<file path="src/rtl/md_issue_ctrl_pkg.sv">
// Shared encodings and constants for the multiply/divide issue controller.
package md_issue_ctrl_pkg;

  localparam int XLEN            = 32;
  localparam int TIMEOUT_DEFAULT = 40;

  localparam logic [4:0] OP_RTYPE = 5'b00000;
  localparam logic [4:0] ALU_MUL  = 5'b00110;
  localparam logic [4:0] ALU_DIV  = 5'b00111;

  typedef enum logic [1:0] {
    ST_IDLE  = 2'd0,
    ST_ISSUE = 2'd1,
    ST_WAIT  = 2'd2,
    ST_DONE  = 2'd3
  } md_state_e;

  function automatic logic is_md_op(input logic       valid,
                                    input logic [4:0] opcode,
                                    input logic [4:0] aluop);
    return valid && (opcode == OP_RTYPE) && ((aluop == ALU_MUL) || (aluop == ALU_DIV));
  endfunction

endpackage

</file>
<file path="src/rtl/md_issue_ctrl_if.sv">
// Execute-stage / multiply-divide unit / writeback signals of the issue controller.
interface md_issue_ctrl_if;
  import md_issue_ctrl_pkg::*;

  logic [XLEN-1:0] ir_dx;
  logic            valid_dx;
  logic            flush;
  logic            md_ready;
  logic            md_exception;
  logic [XLEN-1:0] md_result;
  logic            ctrl_mult;
  logic            ctrl_div;
  logic            stall;
  logic            busy;
  logic            wb_valid;
  logic [XLEN-1:0] wb_result;
  logic            wb_exception;
  logic [4:0]      wb_rd;

  modport slave (
    input  ir_dx, valid_dx, flush, md_ready, md_exception, md_result,
    output ctrl_mult, ctrl_div, stall, busy, wb_valid, wb_result, wb_exception, wb_rd
  );

  modport master (
    output ir_dx, valid_dx, flush, md_ready, md_exception, md_result,
    input  ctrl_mult, ctrl_div, stall, busy, wb_valid, wb_result, wb_exception, wb_rd
  );

endinterface

</file>
<file path="src/rtl/md_timeout_counter.sv">
// Saturating wait counter; tc marks the last cycle allowed before giving up.
module md_timeout_counter #(
  parameter int TIMEOUT = 40
) (
  input  logic clock,
  input  logic reset,
  input  logic clear,
  input  logic enable,
  output logic tc
);

  localparam int CW = (TIMEOUT > 1) ? $clog2(TIMEOUT + 1) : 1;

  logic [CW-1:0] count_q, count_d;

  assign tc = (count_q == CW'(TIMEOUT - 1));

  always_comb begin
    count_d = count_q;
    if (clear) begin
      count_d = '0;
    end else if (enable && !tc) begin
      count_d = count_q + 1'b1;
    end
  end

  always_ff @(posedge clock) begin
    if (reset) begin
      count_q <= '0;
    end else begin
      count_q <= count_d;
    end
  end

endmodule

</file>
<file path="src/rtl/md_issue_ctrl.sv">
// Issues mult/div ops from execute, stalls the front end until the unit answers or times out.
module md_issue_ctrl
  import md_issue_ctrl_pkg::*;
#(
  parameter int TIMEOUT = TIMEOUT_DEFAULT
) (
  input  logic           clock,
  input  logic           reset,
  md_issue_ctrl_if.slave md
);

  md_state_e       state_q, state_d;
  logic            is_mul_q, is_mul_d;
  logic [4:0]      rd_q, rd_d;
  logic [XLEN-1:0] wb_result_q, wb_result_d;
  logic            wb_exception_q, wb_exception_d;
  logic [4:0]      wb_rd_q, wb_rd_d;
  logic            decode;
  logic            in_idle, in_issue, in_wait, in_done;
  logic            tmo_tc;

  assign decode   = is_md_op(md.valid_dx, md.ir_dx[31:27], md.ir_dx[6:2]);
  assign in_idle  = (state_q == ST_IDLE);
  assign in_issue = (state_q == ST_ISSUE);
  assign in_wait  = (state_q == ST_WAIT);
  assign in_done  = (state_q == ST_DONE);

  md_timeout_counter #(
    .TIMEOUT (TIMEOUT)
  ) u_timeout (
    .clock  (clock),
    .reset  (reset),
    .clear  (in_issue),
    .enable (in_wait),
    .tc     (tmo_tc)
  );

  always_comb begin
    state_d        = state_q;
    is_mul_d       = is_mul_q;
    rd_d           = rd_q;
    wb_result_d    = wb_result_q;
    wb_exception_d = wb_exception_q;
    wb_rd_d        = wb_rd_q;
    unique case (state_q)
      ST_IDLE: begin
        if (decode && !md.flush) begin
          is_mul_d = (md.ir_dx[6:2] == ALU_MUL);
          rd_d     = md.ir_dx[26:22];
          state_d  = ST_ISSUE;
        end
      end
      ST_ISSUE: begin
        // md_ready here belongs to an older op, so it is not looked at.
        state_d = md.flush ? ST_IDLE : ST_WAIT;
      end
      ST_WAIT: begin
        if (md.flush) begin
          state_d = ST_IDLE;
        end else if (md.md_ready) begin
          wb_result_d    = md.md_result;
          wb_exception_d = md.md_exception;
          wb_rd_d        = rd_q;
          state_d        = ST_DONE;
        end else if (tmo_tc) begin
          wb_result_d    = '0;
          wb_exception_d = 1'b1;
          wb_rd_d        = rd_q;
          state_d        = ST_DONE;
        end
      end
      ST_DONE: begin
        state_d = ST_IDLE;
      end
      default: begin
        state_d = ST_IDLE;
      end
    endcase
  end

  always_ff @(posedge clock) begin
    if (reset) begin
      state_q        <= ST_IDLE;
      wb_result_q    <= '0;
      wb_exception_q <= 1'b0;
      wb_rd_q        <= '0;
    end else begin
      state_q        <= state_d;
      wb_result_q    <= wb_result_d;
      wb_exception_q <= wb_exception_d;
      wb_rd_q        <= wb_rd_d;
    end
  end

  always_ff @(posedge clock) begin
    is_mul_q <= is_mul_d;
    rd_q     <= rd_d;
  end

  // Outputs are held low while reset is asserted, whatever the state register holds.
  assign md.ctrl_mult    = !reset && in_issue && !md.flush && is_mul_q;
  assign md.ctrl_div     = !reset && in_issue && !md.flush && !is_mul_q;
  assign md.stall        = !reset && ((in_idle && decode && !md.flush) || in_issue || in_wait);
  assign md.busy         = !reset && (in_issue || in_wait);
  assign md.wb_valid     = !reset && in_done && !md.flush;
  assign md.wb_result    = wb_result_q;
  assign md.wb_exception = wb_exception_q;
  assign md.wb_rd        = wb_rd_q;

endmodule
</file>
<file path="src/flat_wrapper.sv">
// flat-port wrapper written by rule: the top's interface ports become plain ports
module md_issue_ctrl_flat import md_issue_ctrl_pkg::*;
#(
  parameter int TIMEOUT = TIMEOUT_DEFAULT
)
  (clock, reset, md_ir_dx, md_valid_dx, md_flush, md_md_ready, md_md_exception, md_md_result, md_ctrl_mult, md_ctrl_div, md_stall, md_busy, md_wb_valid, md_wb_result, md_wb_exception, md_wb_rd);
  md_issue_ctrl_if md_i ();
  input  logic clock;
  input  logic reset;
  input wire logic [$bits(md_i.ir_dx)-1:0] md_ir_dx;
  input wire logic [$bits(md_i.valid_dx)-1:0] md_valid_dx;
  input wire logic [$bits(md_i.flush)-1:0] md_flush;
  input wire logic [$bits(md_i.md_ready)-1:0] md_md_ready;
  input wire logic [$bits(md_i.md_exception)-1:0] md_md_exception;
  input wire logic [$bits(md_i.md_result)-1:0] md_md_result;
  output wire logic [$bits(md_i.ctrl_mult)-1:0] md_ctrl_mult;
  output wire logic [$bits(md_i.ctrl_div)-1:0] md_ctrl_div;
  output wire logic [$bits(md_i.stall)-1:0] md_stall;
  output wire logic [$bits(md_i.busy)-1:0] md_busy;
  output wire logic [$bits(md_i.wb_valid)-1:0] md_wb_valid;
  output wire logic [$bits(md_i.wb_result)-1:0] md_wb_result;
  output wire logic [$bits(md_i.wb_exception)-1:0] md_wb_exception;
  output wire logic [$bits(md_i.wb_rd)-1:0] md_wb_rd;
  assign md_i.ir_dx = md_ir_dx;
  assign md_i.valid_dx = md_valid_dx;
  assign md_i.flush = md_flush;
  assign md_i.md_ready = md_md_ready;
  assign md_i.md_exception = md_md_exception;
  assign md_i.md_result = md_md_result;
  assign md_ctrl_mult = md_i.ctrl_mult;
  assign md_ctrl_div = md_i.ctrl_div;
  assign md_stall = md_i.stall;
  assign md_busy = md_i.busy;
  assign md_wb_valid = md_i.wb_valid;
  assign md_wb_result = md_i.wb_result;
  assign md_wb_exception = md_i.wb_exception;
  assign md_wb_rd = md_i.wb_rd;
  md_issue_ctrl #(.TIMEOUT(TIMEOUT)) u_core (.clock(clock), .reset(reset), .md(md_i));
endmodule
</file>
<file path="config.mk">
export PLATFORM = sky130hd
export DESIGN_NAME = md_issue_ctrl_flat
export DESIGN_NICKNAME = d
export VERILOG_FILES = /design/src/rtl/md_issue_ctrl_pkg.sv /design/src/rtl/md_issue_ctrl_if.sv /design/src/rtl/md_timeout_counter.sv /design/src/rtl/md_issue_ctrl.sv /design/src/flat_wrapper.sv
export SDC_FILE = /design/constraint.sdc
export NUM_CORES = 1
export LEC_CHECK = 0
export BUFFER_PORTS_ARGS = -buffer_cell sky130_fd_sc_hd__buf_2
export CORE_MARGIN = 5
export CORE_UTILIZATION = 46
export CTS_BUF_LIST = sky130_fd_sc_hd__clkbuf_4 sky130_fd_sc_hd__clkbuf_8 sky130_fd_sc_hd__clkbuf_16
export DETAILED_ROUTE_END_ITERATION = 8
export PLACE_DENSITY = 0.84
export SLEW_MARGIN = 20
export SYNTH_ARGS = -nofsm -noshare
export SYNTH_HDL_FRONTEND = slang
export SYNTH_SLANG_ARGS = --single-unit
</file>
<file path="constraint.sdc">
create_clock -name clock -period 4.65 [get_ports clock]
set_clock_uncertainty 0.05 [all_clocks]
set_input_delay 0.93 -clock clock [delete_from_list [all_inputs] [get_ports clock]]
set_output_delay 0.93 -clock clock [all_outputs]
set_load 0.1 [all_outputs]
</file>
==> flow_results.org <==
** Clocking
- The number of clock buffers added by TritonCTS is 5.
- The clock tree synthesis step divided the H-tree into 2 levels.
- TritonCTS built the clock tree.
- Post-CTS timing repair inserted 0 buffers for setup.
- Hold repair after CTS inserted 0 buffers.
- Root buffer cell :: clkbuf_8
- CTS Buffer Depth :: 2
- Gates resized during post-CTS repair numbered 0.
- The clock reaches the later pin of the worst-skew pair after 0.29 ns.
- TritonCTS sink count :: 52
- Clock transition at the registers of the reported paths :: 0.09 ns

** Place
- The count of buffers added on input and output ports is 95.
- HPWL after detailed placement :: 3450 um
- At the end of routability-driven placement, the weighted congestion stood at 0.785.
- Area post-placement :: 2440 um2

** Global routing
- Wire length of the first global-routing pass :: 6920 um
- For this run the aggregate overflow at the end of global routing stands at 0.
- The number of global-route vias before repair was 1559.
- Overall fraction of global-route tracks in use :: 15.9%
- Initial antenna violation count :: 0
- Maximum number of pins on one net before global-route repair :: 33

** Power
- Of the total power, the share spent switching nets is 21.1%.
- Fraction of power consumed by sequential logic :: 58.5%
- IR analysis of the VDD net gives a maximum drop of 0.217 mV.
- Static leakage power :: 0.00127 uW
- The internal portion of the total power is 612 uW.
- Clock network power share :: 36.1%
- Combinational share of power :: 5.4%
- The design draws 775 uW.
- In this run the power density over the cells is 304 nW/um2.
- For this design the total switching power over the nets is 163 uW.

** Floorplanning
- The total area inside the core boundary comes to 4060 um2.
- Initial Utilization :: 48.1%
- From bottom edge to top edge, the die measures 75.2 um.
- Core Rows :: 23
- Die outline width :: 75.2 um
- Die Outline Area :: 5650 um2
- Top-level port count :: 113

** Setup path
- At the worst endpoint, the required time is 3.67 ns.
- End of the worst register-to-register path :: u_core.md.wb_result[29]
- The slowest stage of the critical path belongs to the cell or4bb_1.
- In this run the worst path has a maximum fanout of 3.
- Top delay family on crit path :: simple AND/OR/NAND/NOR gates
- CP Data Arrival Time :: 2.48 ns
- The worst setup path is captured at an output port.
- The critical path is of the in -> out type.
- In this design, the stage delay of the slowest critical-path cell is 0.53 ns.
- WP buf/inv :: 2
- Number of cells on the worst reg-to-reg path :: 6
- The critical path goes through buf_2 > or4bb_1 > nor3_2 > nand2_1 > a21oi_1 > buf_2.
- Counting stages on the worst path, the most repeated cell is buf_2.
- Worst reg2reg setup slack :: 2.40 ns
- FF-to-FF Start :: u_core.state_q[0]
- Type of origin of the critical path :: primary input

** Detailed routing
- The pre-antenna-repair detailed-routing pass consisted of 4 iterations.
- Per-cell routed wire length :: 14.8 um
- Starting DRT DRC Count :: 60
- Post-detailed-route via-to-cell ratio :: 5.10
- Drt total wl :: 4620 um
- Via total after detailed routing :: 1596
- Total DRC errors in the routed layout :: 0
- In this run the remaining antenna-violating nets after routing total 0.

** STA
- Worst Max-Slew Pin Slew :: 0.715 ns
- The final critical path takes up 74.4% of the cycle.
- The count of final max-slew check failures was 0.
- Timing would allow up to 0.289 GHz.
- Setup violations remaining at the end of the flow were counted as 0.
- The worst path needs 3.46 ns of the cycle, external delays included.
- Setup TNS :: 0 ns
- Setup repair after global routing missed its margin :: false
- The final hold violation count was 0.
- Headroom to the max-slew limit came out at 52.2%.

** Synth
- After synthesis, the largest area contributor takes up 47.1% of total cell area.
- Netlist Area Pre-Place :: 1950 um2
- Number of warnings printed during yosys synthesis :: 0
- By area the synthesized netlist is led by dfxtp_1, a22o_1, edfxtp_1, ha_1, a31o_2.
- Synthesis-stage register bit count :: 52
- Number of nets produced by synthesis :: 245
- Library cell with the largest summed area after synthesis :: dfxtp_1
- Sequential-to-total area share from yosys stat :: 56.4%
- Synthesized instance count :: 169
- A synthesized cell averages 11.6 um2.
- Cell variety after synth :: 36

** Layout
- Summing all non-filler instances in the final layout gives an area of 2550 um2.
- The area growth from synthesis to layout is 30.6%.
- Area of combinational cells with multiple inputs :: 776 um2
- The number of antenna diodes in the final layout is 0.
- Area occupied by registers :: 1100 um2
- Cells fill 62.8% of the core in the end.
- The filler cells instantiated in the layout total 346.
- Cells with a size suffix above 1 make up 44.5% of the layout.
- For this run, the post-layout net count is 338.

** Outcome
- The run finished with clean final reports.

** Run
- Max-cap violations in this run came to 0.

** Min path
- Class of the tightest hold or removal check :: reg -> reg
- Hold Crit Start :: u_core.md.wb_result[20]
- Along the worst hold path, the cell count comes to 1.
- For hold timing, the worst endpoint is u_core.md.wb_result[20].
==> synthesized netlist by cell type (all sizes together) <==
library cell	instances
o221a	1
mux2i	2
or4	1
inv	6
nor2	12
and2	2
or3	1
and3	2
or4bb	1
a22o	32
or2	1
nor2b	1
a21oi	7
buf	8
nor3	1
or4b	1
xor2	5
a31o	5
o21ai	2
o21bai	1
nand4	2
clkbuf	1
o211a	1
and2b	1
ha	6
nand2	9
dlymetal6s2s	1
edfxtp	6
o22a	1
dfxtp	46
nand4b	1
o211ai	2
==> per-stage QoR <==
step	std cells	hold WS, ns	worst slack [ns]
finish	313	0.424	1.19
global route	313	0.445	1.12
CTS	313	0.429	1.18
detailed placement	305	0.400	1.18
global placement	305	0.401	1.18
floorplan	169	0.403	0.425
==> per-layer routing <==
| layer | part of all wire (%) | routed length [um] | GRT usage (%) |
|---|---|---|---|
| met5 | 0 | 0 | 0 |
| met3 | 7.7 | 357 | 3.20 |
| met2 | 50 | 2330 | 28.1 |
| met1 | 40 | 1870 | 18.5 |
| met4 | 1.5 | 67 | 6.99 |
==> state kept, by name (all words and copies together), names as in the netlist <==
register / cells
u_core.state_q: 2
u_core.rd_q: 5
u_core.u_timeout.count_q: 6
u_core.md.wb_result: 32
u_core.md.wb_rd: 5
u_core.md.wb_exception: 1
u_core.is_mul_q: 1
==> worst max path at each step <==
stage                      startpoint        to  slack (ns)  depth (start not counted)
after global routing         md_flush  md_stall        1.12                          6
after global placement       md_flush  md_stall        1.18                          6
final                     md_ir_dx[5]  md_stall        1.19                          6
after floorplan           md_ir_dx[5]  md_stall        0.42                          4
after detailed placement  md_ir_dx[5]  md_stall        1.18                          6
after CTS                 md_ir_dx[5]  md_stall        1.18                          6
==> area by class of cell <==
type                            count  share of cell area, %
Timing Repair Buffer               96                   18.9
Inverter                            6                  0.883
Tap cell                           50                   2.45
Clock buffer                        6                   3.68
Clock inverter                      2                  0.442
Multi-Input combinational cell    101                   30.4
Sequential cell                    52                   43.2
==> layout by cell type (no fill, tap or decap), drive strengths merged, types with 2 or more instances in the layout <==
cell type / count
buf: 96
inv: 7
a22o: 32
and3: 2
ha: 6
nand4: 2
xor2: 5
o211ai: 2
edfxtp: 6
o21ai: 2
mux2i: 2
nand2: 9
a21oi: 7
a31o: 5
dfxtp: 46
nor2: 12
clkbuf: 6
and2: 2
==> cells by family (layout without fill, tap and decap cells) <==
group                    after synthesis  after routing  share of synthesized area (%)
multiplexers                           2              2                           1.03
XOR/XNOR                               5              5                           2.24
AND/OR/NAND/NOR                       36             36                           9.93
adder cells (fa/ha/maj)                6              6                           3.84
flip-flops                            52             52                           56.4
AO/OA/AOI/OAI                         52             52                           22.4
buffers and inverters                 16            110                           4.16
==> power by group through the flow <==
stage	sequential, uW	clock, uW	combinational [uW]
after detailed placement	464	0	42.3
after CTS	454	288	42.5
after global placement	464	0	40.9
after floorplan	464	0	17.2
final	454	280	42.2
after global routing	454	304	46.4
Power figures use the tool's default switching activity.
